==> config.mk <==
export PLATFORM = sky130hd
export DESIGN_NAME = mem_line_arbiter
export DESIGN_NICKNAME = d
export VERILOG_FILES = /design/src/rtl/ceres_param.sv /design/src/rtl/mem_line_arbiter_rr.sv /design/src/rtl/mem_line_arbiter.sv
export SDC_FILE = /design/constraint.sdc
export NUM_CORES = 1
export LEC_CHECK = 0
export BUFFER_PORTS_ARGS = -buffer_cell sky130_fd_sc_hd__buf_4
export CAP_MARGIN = 20
export CORE_AREA = 2 2 294 296
export CTS_CLUSTER_DIAMETER = 200
export CTS_CLUSTER_SIZE = 30
export DETAILED_ROUTE_END_ITERATION = 6
export DIE_AREA = 0 0 296 298
export GPL_TIMING_DRIVEN = 0
export SLEW_MARGIN = 10
export SYNTH_ARGS = -nofsm -noshare
export SYNTH_HDL_FRONTEND = slang
export SYNTH_SLANG_ARGS = --single-unit
==> constraint.sdc <==
create_clock -name clk_i -period 2.4 [get_ports clk_i]
set_input_delay 0.36 -clock clk_i [delete_from_list [all_inputs] [get_ports clk_i]]
set_output_delay 0.36 -clock clk_i [all_outputs]
set_load 0.03 [all_outputs]
==> src/rtl/ceres_param.sv <==
// Shared memory-subsystem parameters and types for the line arbiter.
package ceres_param;

    localparam int BLK_SIZE      = 128;
    localparam int MEM_ARB_PORTS = 2;

    typedef enum logic [1:0] {
        IDLE    = 2'd0,
        RD_WAIT = 2'd1,
        RESP    = 2'd2
    } mem_arb_state_e;

    // Saturating increment for 32-bit event counters.
    function automatic logic [31:0] sat_inc32(input logic [31:0] value);
        if (value == 32'hFFFF_FFFF) begin
            sat_inc32 = value;
        end else begin
            sat_inc32 = value + 32'd1;
        end
    endfunction

endpackage

==> src/rtl/mem_line_arbiter_rr.sv <==
// Two-requester round-robin arbiter; the pointer moves to the losing port on adv.
module rr_arbiter2
    import ceres_param::*;
(
    input  logic                     clk_i,
    input  logic                     rst_ni,
    input  logic [MEM_ARB_PORTS-1:0] req,
    input  logic                     adv,
    output logic [MEM_ARB_PORTS-1:0] gnt
);

    logic ptr_r;

    // Sole requester wins; a conflict is resolved by the pointer.
    always_comb begin
        gnt = 2'b00;
        case (req)
            2'b01:   gnt = 2'b01;
            2'b10:   gnt = 2'b10;
            2'b11:   gnt = ptr_r ? 2'b10 : 2'b01;
            default: gnt = 2'b00;
        endcase
    end

    // Pointer register: winner 0 hands priority to port 1 and vice versa.
    always_ff @(posedge clk_i or negedge rst_ni) begin
        if (!rst_ni) begin
            ptr_r <= 1'b0;
        end else if (adv) begin
            ptr_r <= gnt[0];
        end else begin
            ptr_r <= ptr_r;
        end
    end

endmodule

==> src/rtl/mem_line_arbiter.sv <==
// Shares the line-wide RAM port between D-cache (port 0) and I-cache (port 1).
// Optional counters are built when MEM_ARB_PERF_EN is defined.
module mem_line_arbiter
    import ceres_param::*;
#(
    parameter int LINE_W     = BLK_SIZE,
    parameter int ADDR_W     = 15,
    parameter int RD_LATENCY = 1
) (
    input  logic                            clk_i,
    input  logic                            rst_ni,
    input  logic [MEM_ARB_PORTS-1:0]        req_valid_i,
    output logic [MEM_ARB_PORTS-1:0]        req_ready_o,
    input  logic [MEM_ARB_PORTS-1:0]        req_we_i,
    input  logic [2*ADDR_W-1:0]             req_addr_i,
    input  logic [2*LINE_W-1:0]             req_wdata_i,
    input  logic [2*(LINE_W/8)-1:0]         req_wstrb_i,
    output logic [MEM_ARB_PORTS-1:0]        rsp_valid_o,
    input  logic [MEM_ARB_PORTS-1:0]        rsp_ready_i,
    output logic [LINE_W-1:0]               rsp_rdata_o,
    input  logic                            mem_lock_i,
    output logic [ADDR_W-1:0]               ram_addr_o,
    output logic [LINE_W-1:0]               ram_wdata_o,
    output logic [LINE_W/8-1:0]             ram_wstrb_o,
    output logic                            ram_rd_en_o,
    input  logic [LINE_W-1:0]               ram_rdata_i,
    output logic                            busy_o
`ifdef MEM_ARB_PERF_EN
    ,
    output logic [31:0]                     perf_grant0_o,
    output logic [31:0]                     perf_grant1_o,
    output logic [31:0]                     perf_conflict_o
`endif
);

    localparam int         STRB_W   = LINE_W / 8;
    localparam logic [1:0] LAT_LOAD = 2'(RD_LATENCY - 1);

    mem_arb_state_e     state_r, state_s;
    logic [1:0]         lat_cnt_r, lat_cnt_s;
    logic               port_r, port_s;
    logic               cap_s;
    logic [LINE_W-1:0]  rdata_r;
    logic [ADDR_W-1:0]  addr_r;
    logic [LINE_W-1:0]  wdata_r;

    logic [1:0]         req_s, gnt_s;
    logic               grant_s, gsel_s, sel_we_s;
    logic [ADDR_W-1:0]  sel_addr_s;
    logic [LINE_W-1:0]  sel_wdata_s;
    logic [STRB_W-1:0]  sel_wstrb_s;

    // Requests are only eligible in IDLE, unlocked, and out of reset so no
    // grant can leak onto the outputs while rst_ni is low.
    assign req_s = (state_r == IDLE && !mem_lock_i && rst_ni) ? req_valid_i : 2'b00;

    rr_arbiter2 u_rr (
        .clk_i  (clk_i),
        .rst_ni (rst_ni),
        .req    (req_s),
        .adv    (grant_s),
        .gnt    (gnt_s)
    );

    assign grant_s     = |gnt_s;
    assign gsel_s      = gnt_s[1];
    assign sel_we_s    = gsel_s ? req_we_i[1] : req_we_i[0];
    assign sel_addr_s  = gsel_s ? req_addr_i[2*ADDR_W-1:ADDR_W] : req_addr_i[ADDR_W-1:0];
    assign sel_wdata_s = gsel_s ? req_wdata_i[2*LINE_W-1:LINE_W] : req_wdata_i[LINE_W-1:0];
    assign sel_wstrb_s = gsel_s ? req_wstrb_i[2*STRB_W-1:STRB_W] : req_wstrb_i[STRB_W-1:0];

    // Next-state logic: grant, read-latency countdown, response handshake.
    always_comb begin
        state_s   = state_r;
        lat_cnt_s = lat_cnt_r;
        port_s    = port_r;
        cap_s     = 1'b0;
        case (state_r)
            IDLE: begin
                if (grant_s) begin
                    port_s = gsel_s;
                    if (sel_we_s) begin
                        state_s = RESP;
                    end else begin
                        state_s   = RD_WAIT;
                        lat_cnt_s = LAT_LOAD;
                    end
                end else begin
                    state_s = IDLE;
                end
            end
            RD_WAIT: begin
                if (lat_cnt_r == 2'd0) begin
                    cap_s   = 1'b1;
                    state_s = RESP;
                end else begin
                    lat_cnt_s = lat_cnt_r - 2'd1;
                end
            end
            RESP: begin
                if (rsp_ready_i[port_r]) begin
                    state_s = IDLE;
                end else begin
                    state_s = RESP;
                end
            end
            default: state_s = IDLE;
        endcase
    end

    // RAM side is driven straight from the winner; address/data hold otherwise.
    always_comb begin
        req_ready_o = gnt_s;
        if (grant_s) begin
            ram_addr_o  = sel_addr_s;
            ram_wdata_o = sel_wdata_s;
            ram_wstrb_o = sel_we_s ? sel_wstrb_s : {STRB_W{1'b0}};
            ram_rd_en_o = !sel_we_s;
        end else begin
            ram_addr_o  = addr_r;
            ram_wdata_o = wdata_r;
            ram_wstrb_o = {STRB_W{1'b0}};
            ram_rd_en_o = 1'b0;
        end
    end

    // Response side decodes from the FSM state and the latched port.
    always_comb begin
        if (state_r == RESP) begin
            rsp_valid_o = port_r ? 2'b10 : 2'b01;
        end else begin
            rsp_valid_o = 2'b00;
        end
        rsp_rdata_o = rdata_r;
        busy_o      = (state_r != IDLE);
    end

    // State, counter, port, read line and held RAM address/data.
    always_ff @(posedge clk_i or negedge rst_ni) begin
        if (!rst_ni) begin
            state_r   <= IDLE;
            lat_cnt_r <= 2'd0;
            port_r    <= 1'b0;
            rdata_r   <= {LINE_W{1'b0}};
            addr_r    <= {ADDR_W{1'b0}};
            wdata_r   <= {LINE_W{1'b0}};
        end else begin
            state_r   <= state_s;
            lat_cnt_r <= lat_cnt_s;
            port_r    <= port_s;
            rdata_r   <= cap_s ? ram_rdata_i : rdata_r;
            addr_r    <= grant_s ? sel_addr_s : addr_r;
            wdata_r   <= grant_s ? sel_wdata_s : wdata_r;
        end
    end

`ifdef MEM_ARB_PERF_EN
    logic [31:0] perf_g0_r, perf_g1_r, perf_cf_r;
    logic        conflict_s;

    assign conflict_s = (state_r == IDLE) && (req_valid_i == 2'b11) && !mem_lock_i;

    // Grant and conflict counters saturate instead of wrapping.
    always_ff @(posedge clk_i or negedge rst_ni) begin
        if (!rst_ni) begin
            perf_g0_r <= 32'd0;
            perf_g1_r <= 32'd0;
            perf_cf_r <= 32'd0;
        end else begin
            perf_g0_r <= gnt_s[0] ? sat_inc32(perf_g0_r) : perf_g0_r;
            perf_g1_r <= gnt_s[1] ? sat_inc32(perf_g1_r) : perf_g1_r;
            perf_cf_r <= conflict_s ? sat_inc32(perf_cf_r) : perf_cf_r;
        end
    end

    assign perf_grant0_o   = perf_g0_r;
    assign perf_grant1_o   = perf_g1_r;
    assign perf_conflict_o = perf_cf_r;
`endif

endmodule

# --- Word-level counts from Yosys, hierarchy flattened ---
# Cells that the tools add are included.
totals:
  reg_bits: 277
  latchBits: 0
  ram_bits: 0
  mem_bits_ro: 0
  in_bits: 455
  out_inout_bits: 293
  wordCells: 56
  mem_count: 0
classes:
  n_addsub: 1
  multipliers: 0
  n_div: 0
  n_lt_le_gt_ge: 1
  eq_ne: 9
  shift: 0
  n_mux: 27
  bitwise: 0
  reduce_logical: 11
op_table:
  columns: ["cell", "n"]
  rows:
  - ["$mux W128", 2]
  - ["$mux W16", 3]
  - ["$mux W15", 2]
  - ["$mux W2", 11]
  - ["$pmux W2 S3", 2]
  - ["$ne A2 B2 Y1 const B", 4]
  - ["$eq A2 B2 Y1 const B", 3]
  - ["$mux W1", 6]
  - ["$eq A2 B1 Y1 const B", 2]
  - ["$logic_not A2 Y1", 2]
  - ["$pmux W2 S2", 1]
  - ["$reduce_and A4 Y1", 1]
  - ["$reduce_bool A2 Y1", 2]
  - ["$logic_and A1 B1 Y1", 2]
  - ["$logic_not A1 Y1", 2]
  - ["$lt A1 B2 Y1 const B", 1]
  - ["$reduce_and A2 Y1", 1]
  - ["$reduce_or A2 Y1", 1]
  - ["$sub A2 B1 Y2 const B", 1]

# --- Longest topological paths before layout ---
# Gate-level depths: netlist of the first run.
depth:
  depth_word: 10
  ltp_mapped: 7
  ltp_nobuf: 5

# --- Modules after synthesis ---
# A second synthesis of the first run with hierarchy kept.
hier_totals:
  hier_cells: 967
  hier_area_um2: 11916.4
modules_own_cells:
  columns: ["mod", "instances", "cells_each", "area_per_inst_um2", "seq_area_each_um2"]
  rows:
  - ["mem_line_arbiter", 1, 962, 11853.9, 6906.6]
  - ["rr_arbiter2", 1, 5, 62.6, 25.0]

# --- Worst setup path before layout of the first run ---
# No wires, ideal clock.
synth_path:
  kind: "register -> output"
  from: "reg state_r[1]"
  to: "out ram_wstrb_o[0]"
  arrival_time_ps: 1993
  required_ps: 2040
  setup_slack_ps: 47
  path_stages_with_launch: 4
  path_buffers: 1
  cell_sequence: "dfrtp_1 -> or4b_4 -> clkbuf_1 -> a211oi_1"
synth_via:
  elab_chain_len: 9
  elab_cells_between_ends: 13
  cone_classes: "eq/ne: 3; mux: 6; reduce/logical: 4"
synth_rtl:
  columns: ["element", "line_no", "rtl"]
  rows:
  - ["start: declaration", "mem_line_arbiter.sv:39", "mem_arb_state_e state_r, state_s;"]
  - ["start signal: assignment", "mem_line_arbiter.sv:148", "state_r <= state_s;"]
  - ["$logic_not A2 Y1 (*)", "mem_line_arbiter.sv:55", "assign req_s = (state_r == IDLE && !mem_lock_i && rst_ni) ? req_valid_i : 2'b00;"]
  - ["$logic_and A1 B1 Y1 (*) (2 in series)", "mem_line_arbiter.sv:55", null]
  - ["$mux W2 (*)", "mem_line_arbiter.sv:55", null]
  - ["$eq A2 B2 Y1 or $eq A2 B1 Y1 (tied branches)", "mem_line_arbiter_rr.sv:17", "case (req)"]
  - ["$pmux W2 S3 (*)", "mem_line_arbiter_rr.sv:17", null]
  - ["$mux W16 or $mux W1 (tied branches)", "mem_line_arbiter.sv:70, mem_line_arbiter.sv:67", null]
  - ["$mux W16", "mem_line_arbiter.sv:117", "ram_wstrb_o = sel_we_s ? sel_wstrb_s : {STRB_W{1'b0}};"]
  - ["$mux W16 (*)", "mem_line_arbiter.sv:114", "if (grant_s) begin"]
  - ["end: declaration", "mem_line_arbiter.sv:24", "output logic [LINE_W/8-1:0] ram_wstrb_o,"]
# Mark *: on every way between the ends. The rest lies on a longest branch, timed or not.

# --- Final worst setup path of the first run ---
layout_path:
  from: "reg state_r[0]"
  to: "out ram_wdata_o[79]"
layout_via:
  elab_chain_len: 8
  elab_cells_between_ends: 11
  cone_classes: "eq/ne: 3; mux: 4; reduce/logical: 4"
layout_rtl:
  columns: ["element", "line_no", "rtl"]
  rows:
  - ["$logic_not A2 Y1 (*)", "mem_line_arbiter.sv:55", null]
  - ["$logic_and A1 B1 Y1 (*) (2 in series)", "mem_line_arbiter.sv:55", null]
  - ["$mux W2 (*)", "mem_line_arbiter.sv:55", null]
  - ["$eq A2 B2 Y1 or $eq A2 B1 Y1 (tied branches)", "mem_line_arbiter_rr.sv:17", null]
  - ["$pmux W2 S3 (*)", "mem_line_arbiter_rr.sv:17", null]
  - ["$mux W128 or $reduce_or A2 Y1 (tied branches)", "mem_line_arbiter.sv:69, mem_line_arbiter.sv:65", null]
  - ["$mux W128 (*)", "mem_line_arbiter.sv:114", null]
  - ["end: declaration", "mem_line_arbiter.sv:23", "output logic [LINE_W-1:0] ram_wdata_o,"]
# Marked as above.

==> results of run 1 <==
-- layer usage --
| metal | up-vias | track usage (%) | routed length, um |
|---|---|---|---|
| met5 | - | 0 | 37 |
| li1 | 5370 | - | - |
| met3 | 109 | 3.61 | 4790 |
| met4 | 6 | 6.00 | 3330 |
| met1 | 6090 | 15.1 | 25500 |
| met2 | 571 | 26.3 | 36100 |
-- metrics by stage --
step	instances	total power [mW]	util, %	setup TNS (ns)
6_report	2959	31.6	29.2	-73.55
5_1_grt	2956	32.8	29.1	-87.77
4_1_cts	2884	29.7	27.2	-84.86
3_5_place_dp	2772	23.8	22.9	-349.65
3_3_place_gp	2768	23.7	22.8	-1576.51
2_1_floorplan	878	17.2	-	0
-- where the power goes --
part / switching [mW] / internal (mW) / total [mW]
logic: 10.5 / 9.85 / 20.4
clock network: 1.69 / 1.03 / 2.71
registers: 1.50 / 6.99 / 8.49
total: 13.7 / 17.9 / 31.6
-- cell families after synthesis --
logic type               count (synthesis)  share of synthesized area (%)
XOR/XNOR                                 1                         0.0711
AND/OR/NAND/NOR                         32                           1.62
flip-flops                             277                           56.2
adder cells (fa/ha/maj)                  1                          0.101
AO/OA/AOI/OAI                          329                           26.1
buffers and inverters                  108                           4.03
multiplexers                           130                           11.9
-- registers in the layout (all words and copies together) (netlist names) --
| signal | cells |
|---|---|
| wdata_r | 128 |
| lat_cnt_r | 2 |
| port_r | 1 |
| u_rr.ptr_r | 1 |
| state_r | 2 |
| addr_r | 15 |
| rsp_rdata_o | 128 |
-- cell usage in the layout, fill, tap and decap left out, types with 2 or more instances in the layout --
cell           count
o21ai_0           10
o32ai_2           18
dfrtp_1          275
diode_2            7
a2bb2oi_4        108
nand3_1           16
o32ai_1          124
buf_16            12
o21ai_1            6
a31oi_1            2
a211oi_2           4
nand3b_1           2
clkbuf_16         26
nor2_1             2
buf_2             12
clkbuf_2          13
buf_4            684
a21oi_1            2
a211oi_4          12
clkbuf_4          12
inv_1              3
nor3b_1            2
mux2i_1            2
buf_12            24
dfrtp_2            2
mux2_2           128
clkbuf_8           5
a2bb2oi_2         28
nor2_4             2
buf_8              7
dlygate4sd3_1     58
clkbuf_1          29
buf_6            149
a2bb2oi_1          6
-- worst reg2reg max path, delay by kind of cell (launching register included) --
kind,cells,cell delay (ns)
muxes,1,0.38
DFF,1,0.42
buffers and inverters,5,1.13
and+or+nand+nor,1,0.26
-- repair_timing --
item                                   in CTS  in global routing
gates resized for setup                   431                142
pin swaps                                  16                 12
hold buffers                               57                  3
setup endpoints to repair                 377                171
cloned                                      7                  9
setup buffers                              34                 60
endpoints found under the hold margin     195                 74
-- how the worst min path moves through the flow --
stage	from	end	slack, ns	cells past startpoint
finish	rst_ni	wdata_r[84]	-0.37	1
global route	rst_ni	wdata_r[84]	-0.41	1
CTS	rst_ni	wdata_r[84]	-0.41	1
detailed placement	rst_ni	wdata_r[84]	0.20	1
global placement	lat_cnt_r[0]	lat_cnt_r[0]	0.49	1
floorplan	rst_ni	addr_r[0]	0.06	0
-- cell type report --
type                       count  area (um2)
inverter                       4        16.3
fill                        8684       60100
clock inverter                 2        38.8
tap                         1144        1430
sequential                   277        6930
timing repair buffer         918        8130
antenna                        7        17.5
clock buffer                  13         325
buffer                       101         933
multi-input combinational    493        6920
==> results.ini, run 1 <==
[detailed_routing]
drc=0
drt_iter0_drc=480
ant_nets=0
avgViaCountPerCell=4.10
routed-via-count=12100
wire_per_inst_um=23.6
routed_wl_um=69800
dr.pass1.iters=4

[synthesis]
yosysTopAreaCellShare_pct=56.2
synth_seq_cells=277
yosysMostFrequentCell=dfrtp_1
synthCells=878
synth-main-ff-cell=dfrtp_1
syn_nets=1334
ys_types=37
avgSynthCellArea_um2=14.0
synth_seq_area_share_pct=56.2
synth_edf_count=0
synth-async-reset-ratio_pct=100
yosysTopAreaCell=dfrtp_1
syn_area_mm2=0.0123
synthTopCellsByCount=277 x dfrtp_1, 143 x o32ai_1, 128 x mux2_2
yosysWarnings=0
synthTopCellsByArea=dfrtp_1 56%, mux2_2 12%, o32ai_1 10%

[power]
p_leak_nw=10.5
power-per-cell-area_mw_per_mm2=1280
max-vdd-ir-drop_mv=0.720

[worst_setup_path]
crit_fanout=5
crit_end=ram_wdata_o[79]
critical_path.top_delay_family=buffers and inverters
critPathSlowestCell=or4b_4
worst_r2r_path_depth=7
start_kind=register
max_stage_delay_ns=0.54
crit_required_ns=2.04
startpoint=state_r[0]
end_kind=primary output
arrival_ns=2.62
crit_chain=or4b_4 > nor2_4 > buf_12 > buf_12 > buf_16 > clkbuf_16 > a2bb2oi_2 > buf_6
critical_path_buf_inv_count=5
critPathKind=reg2out
rrSetupSlack_ns=0.10
path_common_cell=buf_12
r2r-start=state_r[0]
r2r-end=rsp_rdata_o[100]
path_depth=8

[timing]
skew_ns=0.0231
rsz0062_at_grt=true
finalHoldViolations=62
finalWorstSetupSlack_ns=-0.579
slew_viol_final=0
slew_headroom_pct=50.2
period_minus_slack_ns=2.98
tightest_slew_ns=0.747
timing.hold.ws_ns=-0.373
max_clock_freq_mhz=336
min_period_over_period_pct=124
finalSetupViolations=162

[finish]
nets=2264
layout-drive-gt1-share_pct=69.6
design_area_mm2=0.0247
area_growth_syn_to_layout_pct=101

[placed_design]
gp_congestion=0.867
hpwl_um=52200
dpl_cell_area_mm2=0.0195
dpl_worst_slack_ns=-1.86
portBuffers=746

[worst_hold_path]
holdCritPathClass=in2async

[cts]
clock_sinks=277
cts_tree=done
clockRootBuffer=clkbuf_16
clk_latency_ns=0.54
cts.path.max_buffers=3
cts_buffers=13
cts_max_level=1
clkTransAtPathRegs_ns=0.13

[die]
coreArea_mm2=0.0849
die_x_um=296
start_util_pct=14.5
rows=107
dieArea_mm2=0.0882
die-height_um=298
ios=748

[flow_run]
drv_cap=0

[run_status]
violations=negative hold slack, negative setup slack
status=finished with violations

[global_routing]
grt_antenna_before_repair=9
grt_overflow=0
grt_max_degree=88
grt_pass1_vias=12600
grt_pass1_wl_um=90500
grt_use_total_pct=14.2

Note: power is estimated with default switching activity, not from simulation.
==> run 2, diff against run 1 <==
--- a/config.mk
+++ b/config.mk
@@ -7,11 +7,11 @@
 export LEC_CHECK = 0
 export BUFFER_PORTS_ARGS = -buffer_cell sky130_fd_sc_hd__buf_4
 export CAP_MARGIN = 20
-export CORE_AREA = 2 2 294 296
+export CORE_AREA = 2 2 288 290
 export CTS_CLUSTER_DIAMETER = 200
 export CTS_CLUSTER_SIZE = 30
 export DETAILED_ROUTE_END_ITERATION = 6
-export DIE_AREA = 0 0 296 298
+export DIE_AREA = 0 0 290 292
 export GPL_TIMING_DRIVEN = 0
 export SLEW_MARGIN = 10
 export SYNTH_ARGS = -nofsm -noshare
==> results.ini, run 2 (synthesis gave the netlist of run 1 again) <==
[die]
dieArea_mm2=0.0847  ; -4.0%
rows=105  ; -1.9%
die_x_um=290  ; -2.0%
die-height_um=292  ; -2.0%
ios=748  ; unchanged
coreArea_mm2=0.0816  ; -3.9%
start_util_pct=15.1  ; +0.59 points

[global_routing]
grt_max_degree=98  ; +11%
grt_pass1_wl_um=92800  ; +2.5%
grt_pass1_vias=12900  ; +2.7%
grt_overflow=0  ; unchanged
grt_antenna_before_repair=14  ; +5
grt_use_total_pct=15.0  ; +0.73 points

[timing]
tightest_slew_ns=0.987  ; +0.240 ns
fin_tns_setup_ns=-70.63  ; +2.92 ns
finalHoldViolations=0  ; -100%
max_clock_freq_mhz=340  ; +1.4%
slew_viol_final=0  ; unchanged
rsz0062_at_grt=true
finalWorstSetupSlack_ns=-0.538  ; +0.0404 ns
min_period_over_period_pct=122  ; -1.7 points
skew_ns=0.0262  ; +0.00314 ns
slew_headroom_pct=34.0  ; -16 points
finalSetupViolations=162  ; unchanged
period_minus_slack_ns=2.94  ; -0.0404 ns

[placed_design]
dpl_worst_slack_ns=-1.77  ; +0.0927 ns
hpwl_um=51700  ; -0.98%
gp_congestion=0.812  ; -6.3%
dpl_cell_area_mm2=0.0194  ; -0.46%
portBuffers=746  ; unchanged
dp.cells=2699  ; -2.6%

[detailed_routing]
ant_nets=0  ; unchanged
wire_per_inst_um=23.5  ; -0.35%
drc=0  ; unchanged
dr.pass1.iters=5  ; +1
routed-via-count=11900  ; -1.6%
routed_wl_um=67000  ; -3.9%
drt_iter0_drc=413  ; -14%
avgViaCountPerCell=4.19  ; +2.0%

[worst_setup_path]
r2r-start=lat_cnt_r[0]
end_kind=primary output
crit_required_ns=2.04  ; about the same
start_kind=register
arrival_ns=2.58  ; -0.04 ns
critPathKind=reg2out
startpoint=state_r[0]
r2r-end=rsp_rdata_o[77]
rrSetupSlack_ns=0.13  ; +0.03 ns
crit_fanout=6  ; +1
worst_r2r_path_depth=6  ; -1

[cts]
clk_latency_ns=0.56  ; +0.02 ns
clkTransAtPathRegs_ns=0.13  ; about the same
cts_max_level=1  ; unchanged
cts_tree=done
cts_buffers=13  ; unchanged
cts.path.max_buffers=3  ; unchanged
clockRootBuffer=clkbuf_16
clock_sinks=277  ; unchanged

[finish]
design_area_mm2=0.0232  ; -6.2%
nets=2236  ; -1.2%
layout_commonest_cell=buf_4
fin_util_pct=28.5  ; -0.70 points
area_growth_syn_to_layout_pct=88.4
final_cell_count_no_fill=2853  ; -3.6%
layout_common_cells=673 x buf_4, 275 x dfrtp_1, 139 x o32ai_1
layout-drive-gt1-share_pct=67.1  ; -2.6 points

[power]
power-per-cell-area_mw_per_mm2=1250  ; -1.8%
p_leak_nw=9.91  ; -5.7%
max-vdd-ir-drop_mv=0.925  ; +28%

[flow_run]
drv_cap=0  ; unchanged

[worst_hold_path]
holdCritPathClass=in2async

[run_status]
status=finished with violations
violations=negative setup slack

-- run 2: changes by cell type in the layout (fill, tap and decap cells not counted), moves of 9 or more --
cell           change
a2bb2oi_4         -65
a2bb2oi_2         +63
buf_6             -40
dlygate4sd3_1     +31
o32ai_1           +15
o32ai_2           -15
clkbuf_2          +13
buf_4             -11
buf_16             -9
buf_2              +9
-- run 2: per-layer routing --
layer / part of all wire (%) / up-vias / GRT usage [%]
li1: - / 5306 / -
met1: 38 / 5958 / 16.9
met2: 49 / 564 / 26.1
met3: 8.6 / 103 / 5.50
met4: 3.7 / 18 / 4.73
met5: 0.18 / - / 0
-- run 2: repair_timing --
item | in CTS | in global routing
setup endpoints to repair | 406 | 164
endpoints found under the hold margin | 162 | 0
resized for setup | 338 | 72
pin swaps | 21 | 8
gates cloned | 5 | 3
hold buffers | 93 | 0
buffers inserted | 20 | 17
-- run 2: metrics by stage --
step	hold slack, ns	power [mW]
after floorplan	0.0644	17.2
after global placement	0.487	23.5
after detailed placement	0.228	23.7
after CTS	0.000317	28.5
after global routing	0.00279	30.3
final	0.0225	29.1
-- run 2: worst max-delay path, stage by stage (launching register included) --
cell	delay, ns
dfrtp_2	0.46
or4b_4	0.54
nor2_4	0.19
buf_12	0.18
buf_12	0.16
clkbuf_16	0.17
a2bb2oi_4	0.17
buf_6	0.16
-- run 2: area by class of cell --
| class | instances | area, um2 |
|---|---|---|
| fillers | 8341 | 58400 |
| repair buffers | 890 | 7670 |
| flip-flops and latches | 277 | 6930 |
| multi-input cells | 493 | 6090 |
| well taps | 1070 | 1340 |
| plain buffers | 101 | 800 |
| clock buffers | 13 | 325 |
| clock inverters | 2 | 38.8 |
| inverters | 4 | 16.3 |
| diodes | 3 | 7.51 |
-- run 2: how the worst max path moves through the flow --
stage | end | slack (ns) | depth (start not counted)
floorplan | ram_wstrb_o[0] | 0.05 | 3
detailed placement | ram_wdata_o[112] | -1.77 | 8
finish | ram_wdata_o[20] | -0.54 | 7
global route | ram_wdata_o[18] | -0.63 | 7
global placement | ram_wdata_o[69] | -4.21 | 6
CTS | ram_wdata_o[68] | -0.56 | 6
-- run 2: power by group --
part / switching [mW] / internal [mW]
sequential: 1.36 / 6.99
clock: 1.69 / 1.02
combinational: 9.87 / 8.18
total: 12.9 / 16.2
